`config.mk`:
```
export PLATFORM = sky130hd
export DESIGN_NAME = muldiv_sequencer_flat
export DESIGN_NICKNAME = d
export VERILOG_FILES = /design/src/rtl/muldiv_sequencer_if.sv /design/src/rtl/muldiv_sequencer.sv /design/src/flat_wrapper.sv
export SDC_FILE = /design/constraint.sdc
export NUM_CORES = 1
export LEC_CHECK = 0
export CAP_MARGIN = 10
export CORE_MARGIN = 3
export CORE_UTILIZATION = 45
export CTS_BUF_LIST = sky130_fd_sc_hd__clkbuf_4 sky130_fd_sc_hd__clkbuf_8
export DETAILED_ROUTE_END_ITERATION = 8
export HOLD_SLACK_MARGIN = 0.1
export PLACE_DENSITY_LB_ADDON = 0.08
export SLEW_MARGIN = 25
export SYNTH_ARGS = -nofsm -noshare
export SYNTH_HDL_FRONTEND = slang
export SYNTH_SLANG_ARGS = --single-unit
```
`constraint.sdc`:
```
create_clock -name clk -period 3.9 [get_ports clk]
set_clock_uncertainty 0.1 [all_clocks]
set_input_delay 0.585 -clock clk [delete_from_list [all_inputs] [get_ports clk]]
set_output_delay 0.585 -clock clk [all_outputs]
set_load 0.02 [all_outputs]
```
`src/rtl/muldiv_sequencer_if.sv`:
```
// Execute-stage handshake between the pipeline and the multiply/divide sequencer.
interface muldiv_sequencer_if #(parameter int XLEN = 32);
  logic            start;
  logic [3:0]      alu_sel;
  logic [XLEN-1:0] op_a;
  logic [XLEN-1:0] op_b;
  logic            flush;
  logic            stall;
  logic            done;
  logic [XLEN-1:0] result;

  modport master (output start, alu_sel, op_a, op_b, flush, input stall, done, result);
  modport slave  (input start, alu_sel, op_a, op_b, flush, output stall, done, result);
endinterface

```
`src/rtl/muldiv_sequencer.sv`:
```
// Iterative signed MUL/MULH/DIV/REM unit sharing one shift-add / restoring shift-subtract datapath.
// Holds the pipeline via stall and returns a one-cycle done strobe with a held result.
module muldiv_sequencer #(
  parameter int XLEN = 32
) (
  input  logic               clk,
  input  logic               rst,
  muldiv_sequencer_if.slave  bus
);
  localparam int CW = $clog2(XLEN);
  localparam logic [1:0] S_IDLE = 2'd0;
  localparam logic [1:0] S_RUN  = 2'd1;
  localparam logic [1:0] S_FIX  = 2'd2;
  localparam logic [1:0] S_DONE = 2'd3;

  logic [1:0]      r_state;
  logic [CW-1:0]   r_cnt;
  logic [1:0]      r_op;     // 0 MUL, 1 MULH, 2 DIV, 3 REM
  logic            r_sa, r_sb;
  logic [XLEN-1:0] r_hi, r_lo, r_m;
  logic [XLEN-1:0] r_result;

  logic            w_sel_ok, w_is_div, w_accept, w_div0, w_ovf, w_special;
  logic [XLEN-1:0] w_abs_a, w_abs_b;
  logic [XLEN:0]   w_sum, w_sh, w_dif;
  logic            w_qbit;
  logic [2*XLEN-1:0] w_prod_s;
  logic [XLEN-1:0] w_quo, w_rem, w_fix;

  assign w_sel_ok  = (bus.alu_sel >= 4'd7) && (bus.alu_sel <= 4'd10);
  assign w_is_div  = (bus.alu_sel == 4'd9) || (bus.alu_sel == 4'd10);
  assign w_accept  = (r_state == S_IDLE) && bus.start && w_sel_ok && !bus.flush;
  assign w_abs_a   = bus.op_a[XLEN-1] ? (XLEN'(0) - bus.op_a) : bus.op_a;
  assign w_abs_b   = bus.op_b[XLEN-1] ? (XLEN'(0) - bus.op_b) : bus.op_b;
  assign w_div0    = (bus.op_b == '0);
  assign w_ovf     = (bus.op_a == {1'b1, {(XLEN-1){1'b0}}}) && (bus.op_b == '1);
  assign w_special = w_is_div && (w_div0 || w_ovf);

  // Multiply step: conditionally add multiplicand into the high half, then shift the pair right.
  assign w_sum  = {1'b0, r_hi} + (r_lo[0] ? {1'b0, r_m} : '0);
  // Divide step: shift next dividend bit into the partial remainder, keep the difference if no borrow.
  assign w_sh   = {r_hi, r_lo[XLEN-1]};
  assign w_dif  = w_sh - {1'b0, r_m};
  assign w_qbit = ~w_dif[XLEN];

  assign w_prod_s = (r_sa ^ r_sb) ? ((2*XLEN)'(0) - {r_hi, r_lo}) : {r_hi, r_lo};
  assign w_quo    = (r_sa ^ r_sb) ? (XLEN'(0) - r_lo) : r_lo;
  assign w_rem    = r_sa ? (XLEN'(0) - r_hi) : r_hi;

  always_comb begin
    w_fix = '0;
    case (r_op)
      2'd0:    w_fix = w_prod_s[XLEN-1:0];
      2'd1:    w_fix = w_prod_s[2*XLEN-1:XLEN];
      2'd2:    w_fix = w_quo;
      default: w_fix = w_rem;
    endcase
  end

  always_ff @(posedge clk) begin
    if (rst) begin
      r_state  <= S_IDLE;
      r_cnt    <= '0;
      r_op     <= '0;
      r_sa     <= 1'b0;
      r_sb     <= 1'b0;
      r_hi     <= '0;
      r_lo     <= '0;
      r_m      <= '0;
      r_result <= '0;
    end else if (bus.flush) begin
      r_state <= S_IDLE;
      r_cnt   <= '0;
    end else begin
      case (r_state)
        S_IDLE: if (w_accept) begin
          r_op  <= bus.alu_sel[1:0] + 2'd1;
          r_cnt <= '0;
          if (w_special) begin
            // Quotient/remainder preloaded in final form; clearing signs bypasses correction.
            r_state <= S_FIX;
            r_sa    <= 1'b0;
            r_sb    <= 1'b0;
            r_lo    <= w_div0 ? '1 : bus.op_a;
            r_hi    <= w_div0 ? bus.op_a : '0;
          end else begin
            r_state <= S_RUN;
            r_sa    <= bus.op_a[XLEN-1];
            r_sb    <= bus.op_b[XLEN-1];
            r_hi    <= '0;
            r_lo    <= w_is_div ? w_abs_a : w_abs_b;
            r_m     <= w_is_div ? w_abs_b : w_abs_a;
          end
        end
        S_RUN: begin
          if (!r_op[1]) begin
            {r_hi, r_lo} <= {w_sum, r_lo[XLEN-1:1]};
          end else begin
            r_hi <= w_qbit ? w_dif[XLEN-1:0] : w_sh[XLEN-1:0];
            r_lo <= {r_lo[XLEN-2:0], w_qbit};
          end
          if (r_cnt == CW'(XLEN-1)) begin
            r_state <= S_FIX;
            r_cnt   <= '0;
          end else begin
            r_cnt <= r_cnt + 1'b1;
          end
        end
        S_FIX: begin
          r_result <= w_fix;
          r_state  <= S_DONE;
        end
        default: r_state <= S_IDLE;
      endcase
    end
  end

  assign bus.stall  = !bus.flush && (w_accept || r_state == S_RUN || r_state == S_FIX);
  assign bus.done   = (r_state == S_DONE);
  assign bus.result = r_result;
endmodule

```
`src/flat_wrapper.sv`:
```
// flat-port wrapper written by rule: the top's interface ports become plain ports
module muldiv_sequencer_flat 
#(
  parameter int XLEN = 32
)
  (clk, rst, bus_start, bus_alu_sel, bus_op_a, bus_op_b, bus_flush, bus_stall, bus_done, bus_result);
  muldiv_sequencer_if #(.XLEN(XLEN)) bus_i ();
  input  logic clk;
  input  logic rst;
  input wire logic [$bits(bus_i.start)-1:0] bus_start;
  input wire logic [$bits(bus_i.alu_sel)-1:0] bus_alu_sel;
  input wire logic [$bits(bus_i.op_a)-1:0] bus_op_a;
  input wire logic [$bits(bus_i.op_b)-1:0] bus_op_b;
  input wire logic [$bits(bus_i.flush)-1:0] bus_flush;
  output wire logic [$bits(bus_i.stall)-1:0] bus_stall;
  output wire logic [$bits(bus_i.done)-1:0] bus_done;
  output wire logic [$bits(bus_i.result)-1:0] bus_result;
  assign bus_i.start = bus_start;
  assign bus_i.alu_sel = bus_alu_sel;
  assign bus_i.op_a = bus_op_a;
  assign bus_i.op_b = bus_op_b;
  assign bus_i.flush = bus_flush;
  assign bus_stall = bus_i.stall;
  assign bus_done = bus_i.done;
  assign bus_result = bus_i.result;
  muldiv_sequencer #(.XLEN(XLEN)) u_core (.clk(clk), .rst(rst), .bus(bus_i));
endmodule
```
=== Word level (Yosys, flattened, before mapping) ===
Index checks and enable logic that the tools add are counted.

* Output and inout bits: 34
* Flip-flop bits (word level): 139
* Bits of input ports: 72

* Equal/unequal tests: 12
* Multiplexer cells: 29
* Bitwise gates (word level): 4
* Reduce and logical (&&, ||, !) cells: 23
* Magnitude comparators: 2
* $add $sub $neg: 9

{| class="wikitable"
|+ Operator list
! operator !! number
|-
| $mux W32 || 16
|-
| $pmux W32 S2 || 2
|-
| $sub A1 B32 Y32 const A || 4
|-
| $pmux W32 S3 || 1
|-
| $eq A32 B32 Y1 const B || 2
|-
| $mux W64 || 1
|-
| $sub A1 B64 Y64 const A || 1
|-
| $add A32 B33 Y33 || 1
|-
| $sub A33 B32 Y33 || 1
|-
| $logic_not A32 Y1 || 1
|-
| $mux W5 || 2
|-
| $pmux W5 S2 || 1
|-
| $eq A4 B4 Y1 const B || 2
|-
| $logic_and A1 B1 Y1 || 7
|-
| $eq A2 B2 Y1 const B || 3
|-
| $mux W2 || 3
|-
| $pmux W2 S3 || 1
|-
| $reduce_and A2 Y1 || 3
|-
| $reduce_and A3 Y1 || 2
|-
| $add A5 B1 Y5 const B || 1
|-
| $eq A5 B5 Y1 const B || 1
|-
| $eq A2 B1 Y1 const B || 2
|-
| $ge A4 B3 Y1 const B || 1
|-
| $le A4 B4 Y1 const B || 1
|-
| other kinds (11) || 19
|}

=== Longest topological paths before layout ===
Gate-level depths: netlist (run 1).

* Depth in word-level cells: 7
* Gate-level depth with buffers: 14
* Mapped depth without buffers: 12

=== Worst setup path before layout (run 1) ===
Ideal clock, no wire load.

* Path type: register -> register
* Start point: register u_core.r_lo[31]
* End point: register u_core.r_hi[18]
* Data required time: 3.666 ns
* Path slack: 0.302 ns
* Stages on the path, launching flop included: 14
* Arrival: 3.365 ns
* Buffers on the path: 1
* Cell sequence: dfxtp_1 inv_1 ha_1 fa_1 nand2b_1 a21oi_1 o21ai_0 a2111oi_0 o31a_1 nor3_1 nor2_1 buf_2 mux2i_1 o22ai_1

* Cells in the longest elaborated chain, start to end: 4

{| class="wikitable"
|+ RTL lines
! element !! line !! source
|-
| start: declaration || muldiv_sequencer.sv:20 || <nowiki>logic [XLEN-1:0] r_hi, r_lo, r_m;</nowiki>
|-
| start signal: assignment || muldiv_sequencer.sv:84 || <nowiki>r_lo <= w_div0 ? '1 : bus.op_a;</nowiki>
|-
| start signal: assignment || muldiv_sequencer.sv:91 || <nowiki>r_lo <= w_is_div ? w_abs_a : w_abs_b;</nowiki>
|-
| start signal: assignment || muldiv_sequencer.sv:97 || <nowiki>{r_hi, r_lo} <= {w_sum, r_lo[XLEN-1:1]};</nowiki>
|-
| $sub A33 B32 Y33 || muldiv_sequencer.sv:43 || <nowiki>assign w_dif = w_sh - {1'b0, r_m};</nowiki>
|-
| $mux W32 || muldiv_sequencer.sv:99 || <nowiki>r_hi <= w_qbit ? w_dif[XLEN-1:0] : w_sh[XLEN-1:0];</nowiki>
|-
| $mux W32 || muldiv_sequencer.sv:96 || <nowiki>if (!r_op[1]) begin</nowiki>
|-
| $pmux W32 S2 || muldiv_sequencer.sv:75 || <nowiki>case (r_state)</nowiki>
|-
| end signal: assignment || muldiv_sequencer.sv:85 || <nowiki>r_hi <= w_div0 ? bus.op_a : '0;</nowiki>
|-
| end signal: assignment || muldiv_sequencer.sv:97 ||
|-
| end signal: assignment || muldiv_sequencer.sv:99 ||
|-
| end: declaration || muldiv_sequencer.sv:20 ||
|}

No other way between the ends.
A chain may end at the register's enable or synchronous reset.

=== Final worst setup path (run 1) ===
* Start point: register u_core.r_lo[31]
* End point: register u_core.r_hi[28]

The elaborated chain is that of the path after synthesis.

==> key figures, run 1 <==
Run status
  • Status: finished clean

STA
  • Final setup vio count: 0
  • Fmax achieved: roughly 270 MHz
  • Final Max Tran Viols: 0
  • Tmin final: between 3 and 4 ns
  • Hold Vio Cnt, Final: 0
  • Slew of the pin with the lowest slew margin: 0.8260 ns
  • Slew margin rel.: around 45%
  • Final worst path period share: between 90% and 100%
  • Final setup margin: between 0.15 and 0.2 ns

Placed design
  • Dpl cells: 2623
  • Detailed placement HPWL: approximately 51 mm
  • Dpl cell area: ~0.017 mm2
  • Final GP Congestion: roughly 1.0
  • PortBufs: roughly 110
  • DP Worst Slack: -0.05176 ns

Pwr
  • Internal: 2.568 mW
  • Switching power: 1.789 mW
  • Sequential share of power: about 34%
  • Clock Power Share: between 20% and 30%
  • Sw Share: roughly two fifths
  • Power per cell area: roughly 250 mW/mm2
  • Max VDD drop: 0.1859 mV
  • Combinational power share: between 30% and 40%
  • Pwr Total: ~4.4 mW
  • Leak: roughly 7 nW

Setup path
  • Crit path largest cell delay: 0.41 ns
  • Setup crit start: u_core.r_lo[31]
  • CP Data Required Time: 4.20 ns
  • R2R Path Start: u_core.r_lo[31]
  • CP delay by family, top: compound AO/OA/AOI/OAI gates
  • Worst path arrival time: approximately 4.0 ns
  • R2R cell count: 13
  • Setup Crit Path Kind: flop to flop
  • Buffers plus inverters on the worst setup path: 2
  • Worst-path cell chain: inv_1, ha_1, fa_1, nand2b_1, a21oi_2, o21ai_2, buf_4, a211oi_1, o21ai_1, a211oi_1, xor2_1, mux2i_1, a211oi_1
  • Worst-path fanout max: 4
  • Crit-path slowest cell: a211oi_1
  • CP Depth: 13
  • CP dominant cell by count: a211oi_1
  • Crit path capture type: flop
  • Critical path launch point type: flop

Routing
  • Wire per inst: 24.13 um
  • First-pass iteration count of the detailed router: 6
  • Post-route ant nets: 0
  • DRT iter0 DRCs: about 2.3k
  • Via-to-Cell Ratio: 6.450
  • DRC errors left: 0
  • Final WL: approximately 64 mm
  • Vias: around 17k

Logic synthesis
  • Netlist cell types: 80
  • Number of synthesized register bits: between 100 and 150
  • Synth Area in XOR/XNOR: a little over a tenth
  • Post-Syn Area: roughly 0.014 mm2
  • Main flop type after synthesis: dfxtp_1
  • Adder-cell share of the synthesized area: under 10%
  • Share of the synthesized area in the top cell type: roughly 19%
  • Area leader, netlist: dfxtp_1
  • Synth top area cells: dfxtp_1, ha_1, a21oi_1, xnor2_1, nor2_1
  • Synth Area in Compound Gates: between 20 and 30%
  • Main combinational cell family by area after synthesis: compound AO/OA/AOI/OAI gates
  • Synth warn: 0
  • Sequential-to-total area share from yosys stat: a little under 20%
  • Mapped Cells: around 2.1k
  • Number of flops mapped to enable cells by yosys: 0
  • Post-Syn Nets: 2205
  • Mean Syn Cell Area: 7.032 um2
  • Multiplexer area fraction after synthesis: under 10%
  • Simple-Gate Fraction of Synth Area: about a quarter
  • Ys async rst share: 0%

CTS
  • Clk_lat worst skew: 0.51 ns
  • Num Clock Sinks: between 100 and 150
  • CTS root buf: clkbuf_8
  • Hold-fix buffers, CTS: 0
  • CTS tree: yes
  • Total CTS buffers: 17
  • Gates resized, CTS repair: 0
  • CTS H-Tree Depth: 4
  • Clk slew on worst S/H paths: around 0.09 ns
  • Post-CTS Setup Repair Bufs: 0
  • Clock Path Buffers: 2

Min path
  • Hold Crit Depth: 1
  • Beginning of the worst hold path: u_core.bus.result[20]
  • Hold Crit Class: flop to flop

Final layout
  • Antenna diodes: 0
  • Final-layout fill cell count: around 3.1k
  • Sequential cell area: roughly 0.0028 mm2
  • Layout cell share with drive strength beyond 1: a little over an eighth
  • Commonest non-fill, non-tap cells in the layout: nor2_1, nand2_1, a21oi_1
  • Cell area after layout: about 0.018 mm2
  • Most frequent standard cell in the layout excluding fill and tap cells: nor2_1
  • Final core occ: between 50% and 60%
  • Layout net count: between 2k and 2.5k
  • Synthesis-to-layout area growth: 21.82%
  • Non-filler cells, final: 2655
  • Footprint of the multi-input gates: between 0.01 and 0.015 mm2

Flow run
  • # Max-Cap Violations: 0

Die
  • Die height: 185.1 um
  • Die Span X: approximately 190 um
  • # IOs: ~110
  • Placement Rows: 64
  • CORE AREA: 0.03107 mm2
  • Die Area: between 0.03 and 0.04 mm2
  • Starting Density: a little under half

Global route
  • Initial antenna violation count: 0
  • Overall routing resource usage: a little under two fifths
  • Pin count of the biggest net entering global routing: ~70
  • GRT overflow: 0
  • First-pass GRT wire length: between 90 and 100 mm
  • Vias in the first global route: around 16k
[state kept, by name, summed over array words and instances (netlist names)]
name               count
u_core.bus.result     32
u_core.r_cnt           5
u_core.r_hi           32
u_core.r_lo           32
u_core.r_m            32
u_core.r_op            2
u_core.r_sa            1
u_core.r_sb            1
u_core.r_state         2
[kinds of logic after synthesis]
| kind of cell | after synthesis |
|---|---|
| AND/OR/NAND/NOR | 758 |
| AO/OA/AOI/OAI | 658 |
| buffers and inverters | 198 |
| XOR/XNOR | 175 |
| flip-flops | 139 |
| adder cells (fa/ha/maj) | 81 |
| multiplexers | 43 |
[area by class of cell]
cell class | count | area share (%)
inverter | 64 | 1.367
clock buffer | 17 | 1.331
clock inverter | 15 | 0.7759
tap | 396 | 2.819
timing repair buffer | 309 | 15.50
sequential | 139 | 15.86
multi-input combinational | 1715 | 62.34
[final timing paths]
kind / endpoint / slack [ns]
worst max-delay path: u_core.r_hi[28] / 0.17
worst min-delay path: u_core.bus.result[20] / 0.36
worst max register to register: u_core.r_hi[28] / 0.17
worst min register to register: u_core.bus.result[20] / 0.36
[per-layer routing]
layer	part of all wire (%)	track usage, %
met4	3.8	12.58
met2	41	54.10
met1	45	53.95
met3	9.7	6.599
met5	0	0
[metrics by stage]
stage	TNS, ns	hold slack (ns)
CTS	0	0.3619
detailed placement	-0.09570	0.3406
global placement	-0.1199	0.3366
finish	0	0.3566
floorplan	0	0.3319
global route	-0.1495	0.3742
[synthesized netlist by cell type, drive strengths merged (19+ instances only)]
master	count
nor2	228
nand2	208
a21oi	195
dfxtp	139
o21ai	121
clkbuf	115
xnor2	101
nor3	83
ha	79
a211oi	75
xor2	74
inv	63
nand3	54
a21o	33
o211ai	32
nor4	29
a31oi	28
nand4	27
mux2i	26
o31ai	25
nand2b	23
and3	19
buf	19
[power by group through the flow]
| stage | clock, mW | combinational [mW] | sequential [mW] |
|---|---|---|---|
| 3_5_place_dp | 0 | 1.62 | 1.53 |
| 5_1_grt | 1.23 | 1.79 | 1.50 |
| 3_3_place_gp | 0 | 1.62 | 1.53 |
| 2_1_floorplan | 0 | 0.955 | 1.51 |
| 6_report | 1.17 | 1.69 | 1.50 |
| 4_1_cts | 1.18 | 1.63 | 1.49 |
Note: power is estimated with default switching activity, not from simulation.
==> run 2: changes to the inputs <==
Settings changed: ABC_CLOCK_PERIOD_IN_PS from default to 3900, CORE_MARGIN 3 to 8.
==> key figures, run 2 (synthesis results as in run 1) <==
Die
  • CORE AREA: 0.03156 mm2 (+1.6%)
  • Die Area: 0.03805 mm2 (+11%)
  • Die height: 195.1 um (+5.4%)
  • # IOs: 106 (unchanged)
  • Placement Rows: 65 (+1.6%)
  • Starting Density: 45.73% (-0.71 points)
  • Die Span X: 195.1 um (+5.4%)

CTS
  • Total CTS buffers: 17 (unchanged)
  • CTS H-Tree Depth: 4 (unchanged)
  • CTS tree: yes
  • Num Clock Sinks: 139 (unchanged)
  • Clk slew on worst S/H paths: 0.09 ns (about the same)
  • Clk_lat worst skew: 0.51 ns (about the same)
  • Hold-fix buffers, CTS: 0 (unchanged)
  • Clock Path Buffers: 2 (unchanged)
  • CTS root buf: clkbuf_8

Final layout
  • Sequential cell area: 0.002791 mm2 (+0.13%)
  • Cell area after layout: 0.01748 mm2 (-0.57%)
  • Final-layout fill cell count: 3114 (+2.1%)
  • Layout cell share with drive strength beyond 1: 12.76% (-0.39 points)
  • Commonest non-fill, non-tap cells in the layout: nor2_1, nand2_1, a21oi_1
  • Most frequent standard cell in the layout excluding fill and tap cells: nor2_1
  • Synthesis-to-layout area growth: 21.12%
  • Non-filler cells, final: 2651 (-0.15%)
  • Layout net count: 2389 (-0.42%)
  • Footprint of the multi-input gates: 0.01096 mm2 (about the same)
  • Antenna diodes: 0 (unchanged)

Placed design
  • Dpl cells: 2618 (-0.19%)
  • Detailed placement HPWL: 50.55 mm (-1.5%)
  • Dpl cell area: 0.01703 mm2 (-0.64%)
  • Final GP Congestion: 1.031 (+1.1%)
  • PortBufs: 105 (unchanged)

Setup path
  • Worst reg2reg endpoint: u_core.r_hi[27]
  • R2R Path Start: u_core.r_m[0]
  • Reg2Reg Setup Slack: 0.12 ns (-0.05 ns)
  • Worst-path fanout max: 5 (+1)
  • Critical path launch point type: flop
  • Crit path largest cell delay: 0.44 ns (+0.03 ns)
  • CP dominant cell by count: buf_4
  • Worst-path cell chain: buf_4, and2_1, ha_1, fa_1, a211oi_1, o21ai_1, o2111ai_1, buf_4, nand4_1, nand2_1, xnor2_1, a2111oi_0, or4_1, a21oi_1
  • Crit path capture type: flop
  • Crit-path slowest cell: fa_1
  • CP Data Required Time: 4.23 ns (+0.03 ns)
  • Setup Crit Path Kind: flop to flop
  • Worst path arrival time: 4.11 ns (+0.08 ns)
  • R2R cell count: 14 (+1)

Routing
  • Via-to-Cell Ratio: 6.384 (-1.0%)
  • First-pass iteration count of the detailed router: 6 (unchanged)
  • Post-route ant nets: 0 (unchanged)
  • Vias: 16.92k (-1.2%)
  • DRT iter0 DRCs: 1983 (-12%)
  • Final WL: 64.11 mm (about the same)
  • Wire per inst: 24.18 um (+0.22%)
  • DRC errors left: 0 (unchanged)

Global route
  • GR Util met2: 48.15% (-5.9 points)
  • Met3 global-route usage: 6.620% (+0.021 points)
  • GRT overflow: 0 (unchanged)
  • First-pass GRT wire length: 96.47 mm (-0.11%)
  • Gr busiest metal: met2
  • Overall routing resource usage: 32.64% (-4.2 points)
  • Met1 GRT Util: 45.72% (-8.2 points)
  • Initial antenna violation count: 2 (+2)
  • Pin count of the biggest net entering global routing: 80 (+16%)
  • Vias in the first global route: 15.48k (-0.97%)

Pwr
  • Power per cell area: 253.7 mW/mm2 (+2.3%)
  • Sequential share of power: 33.7% (-0.6 points)
  • Max VDD drop: 0.2102 mV (+13%)
  • Internal: 2.661 mW (+3.6%)
  • Sw Share: 39.97% (-1.1 points)
  • Switching power: 1.772 mW (-0.96%)
  • Leak: 6.896 nW (-0.83%)
  • Combinational power share: 38.9% (about the same)
  • Clock Power Share: 27.4% (+0.5 points)

STA
  • Tmin final: 3.778 ns (+0.04814 ns)
  • Final setup vio count: 0 (unchanged)
  • Slew of the pin with the lowest slew margin: 0.8380 ns (+0.01207 ns)
  • Fmax achieved: 264.7 MHz (-1.3%)
  • Final Max Tran Viols: 0 (unchanged)
  • Slew margin rel.: 44.13% (-0.80 points)
  • Hold Vio Cnt, Final: 0 (unchanged)
  • Final worst path period share: 96.86% (+1.2 points)

Min path
  • Worst hold endpoint: u_core.bus.result[30]
  • Hold Crit Depth: 2 (+1)
  • Hold Crit Class: flop to flop
  • Beginning of the worst hold path: u_core.bus.result[30]

Run status
  • Status: finished clean

Flow run
  • # Max-Cap Violations: 0 (unchanged)
[run 2: area by class of cell]
| class | count | share of cell area (%) |
|---|---|---|
| multi-input cells | 1715 | 62.69 |
| clock buffers | 21 | 1.511 |
| clock inverters | 11 | 0.6515 |
| flip-flops and latches | 139 | 15.97 |
| repair buffers | 299 | 14.93 |
| well taps | 402 | 2.878 |
| inverters | 64 | 1.375 |
[run 2: worst max path at each step]
stage | end | slack, ns | startpoint
detailed placement | u_core.r_lo[28] | -0.20 | bus_op_a[3]
floorplan | u_core.r_hi[18] | 0.30 | u_core.r_lo[31]
CTS | u_core.r_lo[0] | 0.003 | u_core.r_lo[31]
finish | u_core.r_hi[27] | 0.12 | u_core.r_m[0]
global placement | u_core.r_lo[28] | -0.21 | bus_op_a[3]
global route | u_core.r_hi[11] | -0.04 | u_core.r_lo[31]
[run 2: metrics by stage]
stage	power, mW	TNS [ns]	setup WS [ns]	utilization (%)	hold slack, ns
2_1_floorplan	2.462	0	0.3016	-	0.3319
3_3_place_gp	3.169	-0.5052	-0.2113	53.97	0.3355
3_5_place_dp	3.163	-0.6097	-0.2010	53.97	0.3401
4_1_cts	4.369	0	0.003385	55.17	0.3572
5_1_grt	4.607	-0.2003	-0.03867	55.38	0.3731
6_report	4.433	0	0.1225	55.38	0.3547
[run 2: metal layers]
layer  vias to the layer above  part of all wire, %
li1                       7895                    -
met2                       973                   42
met4                         0                  4.1
met3                       133                   10
met5                         -                    0
met1                      7923                   44
[run 2: repair_timing]
| item | 4_1_cts | 5_1_grt |
|---|---|---|
| endpoints found under the setup margin | 0 | 33 |
| gates resized for setup | 0 | 15 |
| buffers inserted | 0 | 1 |
[run 2: power by group through the flow]
stage	clock, mW	sequential, mW	combinational, mW
global route	1.29	1.50	1.82
floorplan	0	1.51	0.955
global placement	0	1.52	1.64
detailed placement	0	1.52	1.64
finish	1.22	1.49	1.72
CTS	1.23	1.49	1.65
[run 2: worst max-delay path, delay by kind of cell (launching register included)]
family                   cells  cell delay (ns)
AO/OA/AOI/OAI                5             1.25
XOR/XNOR                     1             0.14
adder cells (fa/ha/maj)      2             0.66
buffers and inverters        2             0.34
flip-flops                   1             0.33
AND/OR/NAND/NOR              4             0.89
==> run 3: changes to the inputs <==
Settings changed: CORE_UTILIZATION 45 to 40.
==> key figures, run 3 (synthesis results as in run 1) <==
Pwr
  • Combinational power share: 38.9% (about the same)
  • Leak: 7.017 nW (+1.7%)
  • Internal: 2.570 mW (-3.4%)
  • Clock Power Share: 26.8% (-0.6 points)
  • Switching power: 1.771 mW (about the same)
  • Sequential share of power: 34.4% (+0.7 points)
  • Sw Share: 40.80% (+0.83 points)
  • Max VDD drop: 0.2391 mV (+14%)
  • Power per cell area: 245.2 mW/mm2 (-3.3%)

Global route
  • Overall routing resource usage: 30.84% (-1.8 points)
  • Initial antenna violation count: 0 (-2)
  • First-pass GRT wire length: 99.65 mm (+3.3%)
  • Pin count of the biggest net entering global routing: 70 (-13%)
  • Vias in the first global route: 15.83k (+2.2%)
  • GRT overflow: 0 (unchanged)

Placed design
  • Final GP Congestion: 1.017 (-1.3%)
  • Detailed placement HPWL: 53.35 mm (+5.5%)
  • PortBufs: 105 (unchanged)
  • Dpl cells: 2702 (+3.2%)
  • Dpl cell area: 0.01728 mm2 (+1.5%)

Setup path
  • Critical path launch point type: flop
  • Crit path capture type: flop
  • CP Data Required Time: 4.20 ns (-0.03 ns)
  • Worst-path fanout max: 14 (+9)
  • Crit path largest cell delay: 0.45 ns (about the same)
  • R2R cell count: 15 (+1)
  • Worst path arrival time: 4.02 ns (-0.09 ns)
  • Crit-path slowest cell: a2111oi_1
  • Setup Crit Path Kind: flop to flop
  • Worst-path cell chain: inv_1, ha_1, fa_1, nand2b_1, a21oi_2, o21ai_1, a2111oi_1, buf_4, o31a_1, nor3_1, buf_4, nor3_1, buf_4, nand2_1, a311oi_1
  • CP dominant cell by count: buf_4

STA
  • Fmax achieved: 268.7 MHz (+1.5%)
  • Slew of the pin with the lowest slew margin: 0.8552 ns (+0.01712 ns)
  • Final worst path period share: 95.44% (-1.4 points)
  • Setup_tns: 0 ns (unchanged)
  • Final setup vio count: 0 (unchanged)
  • Final Max Tran Viols: 0 (unchanged)
  • Slew margin rel.: 42.99% (-1.1 points)
  • Hold Vio Cnt, Final: 0 (unchanged)
  • RSZ-0062 raised after global routing: no
  • Tmin final: 3.722 ns (-0.05530 ns)

Die
  • Die Area: 0.04241 mm2 (+11%)
  • # IOs: 106 (unchanged)
  • Starting Density: 40.57% (-5.2 points)
  • CORE AREA: 0.03557 mm2 (+13%)
  • Die height: 205.9 um (+5.6%)
  • Placement Rows: 69 (+6.2%)
  • Die Span X: 205.9 um (+5.6%)

Final layout
  • Commonest non-fill, non-tap cells in the layout: nor2_1, buf_4, nand2_1
  • Antenna diodes: 0 (unchanged)
  • Non-filler cells, final: 2736 (+3.2%)
  • Final core occ: 49.77% (-5.6 points)
  • Final-layout fill cell count: 3686 (+18%)
  • Layout net count: 2415 (+1.1%)
  • Layout cell share with drive strength beyond 1: 13.76% (+1.0 points)
  • Synthesis-to-layout area growth: 22.70%
  • Most frequent standard cell in the layout excluding fill and tap cells: nor2_1
  • Footprint of the multi-input gates: 0.01095 mm2 (about the same)
  • Cell area after layout: 0.01770 mm2 (+1.3%)
  • Sequential cell area: 0.002791 mm2 (unchanged)

CTS
  • CTS H-Tree Depth: 4 (unchanged)
  • Clock Path Buffers: 2 (unchanged)
  • Clk slew on worst S/H paths: 0.10 ns (about the same)
  • CTS tree: yes
  • CTS root buf: clkbuf_8
  • Total CTS buffers: 17 (unchanged)
  • Hold-fix buffers, CTS: 0 (unchanged)
  • Num Clock Sinks: 139 (unchanged)
  • Clk_lat worst skew: 0.50 ns (about the same)

Routing
  • Post-route ant nets: 0 (unchanged)
  • DRC errors left: 0 (unchanged)
  • Vias: 16.84k (-0.49%)
  • Wire per inst: 24.39 um (+0.85%)
  • Final WL: 66.73 mm (+4.1%)
  • First-pass iteration count of the detailed router: 5 (-1)
  • Via-to-Cell Ratio: 6.155 (-3.6%)
  • DRT iter0 DRCs: 1957 (-1.3%)

Min path
  • Hold Crit Depth: 2 (unchanged)
  • Hold Crit Class: flop to flop

Flow run
  • # Max-Cap Violations: 0 (unchanged)

Run status
  • Status: finished clean
==> run 3: cell types whose count changed in the layout (fill, tap and decap cells not counted), moves of 2 or more <==
| cell | before | now |
|---|---|---|
| a2111oi_2 | 2 | 0 |
| inv_6 | 2 | 4 |
| clkbuf_4 | 4 | 0 |
| buf_4 | 186 | 214 |
| clkinv_2 | 1 | 4 |
==> run 3: final cells by class <==
cell class,count,area share [%]
Multi-Input combinational cell,1715,61.82
Sequential cell,139,15.77
Timing Repair Buffer,325,15.75
Tap cell,461,3.258
Clock buffer,18,1.399
Inverter,64,1.378
Clock inverter,14,0.6290
==> run 3: power groups by stage <==
stage | sequential (mW) | clock, mW | combinational [mW]
2_1_floorplan | 1.51 | 0 | 0.955
3_3_place_gp | 1.52 | 0 | 1.63
3_5_place_dp | 1.52 | 0 | 1.62
4_1_cts | 1.49 | 1.18 | 1.63
5_1_grt | 1.49 | 1.24 | 1.79
6_report | 1.49 | 1.16 | 1.69
==> run 3: timing repair <==
item / CTS / global route
resized for setup: 2 / 11
pin swaps: 0 / 0
endpoints found under the setup margin: 3 / 33
setup buffers: 0 / 2
==> run 3: per-stage QoR <==
| step | worst slack [ns] | power, mW | hold slack [ns] |
|---|---|---|---|
| final | 0.1778 | 4.341 | 0.3620 |
| after global routing | 0.002222 | 4.526 | 0.3763 |
| after CTS | 0.04709 | 4.306 | 0.3643 |
| after detailed placement | -0.2283 | 3.145 | 0.3468 |
| after global placement | -0.2030 | 3.151 | 0.3369 |
| after floorplan | 0.3016 | 2.462 | 0.3319 |
==> run 3: worst max-delay path, delay by kind of cell (launching register included) <==
family	cells	cell delay, ns
adder cells (fa/ha/maj)	2	0.63
AO/OA/AOI/OAI	5	1.33
buffers and inverters	4	0.67
AND/OR/NAND/NOR	4	0.52
flip-flops	1	0.34
==> run 3: path summary, 6_finish.rpt <==
kind	start	end	slack [ns]
min reg2reg	u_core.r_m[5]	u_core.r_m[5]	0.36
max	u_core.r_lo[31]	u_core.r_hi[25]	0.18
max reg2reg	u_core.r_lo[31]	u_core.r_hi[25]	0.18
min	u_core.r_m[5]	u_core.r_m[5]	0.36
==> run 3: per-layer routing <==
metal | share of wire (%) | global-route usage [%] | vias to the layer above
met5 | 0 | 0 | -
met4 | 3.4 | 10.47 | 0
met3 | 8.7 | 7.414 | 102
met2 | 42 | 45.49 | 750
met1 | 46 | 43.22 | 8035
li1 | - | - | 7954
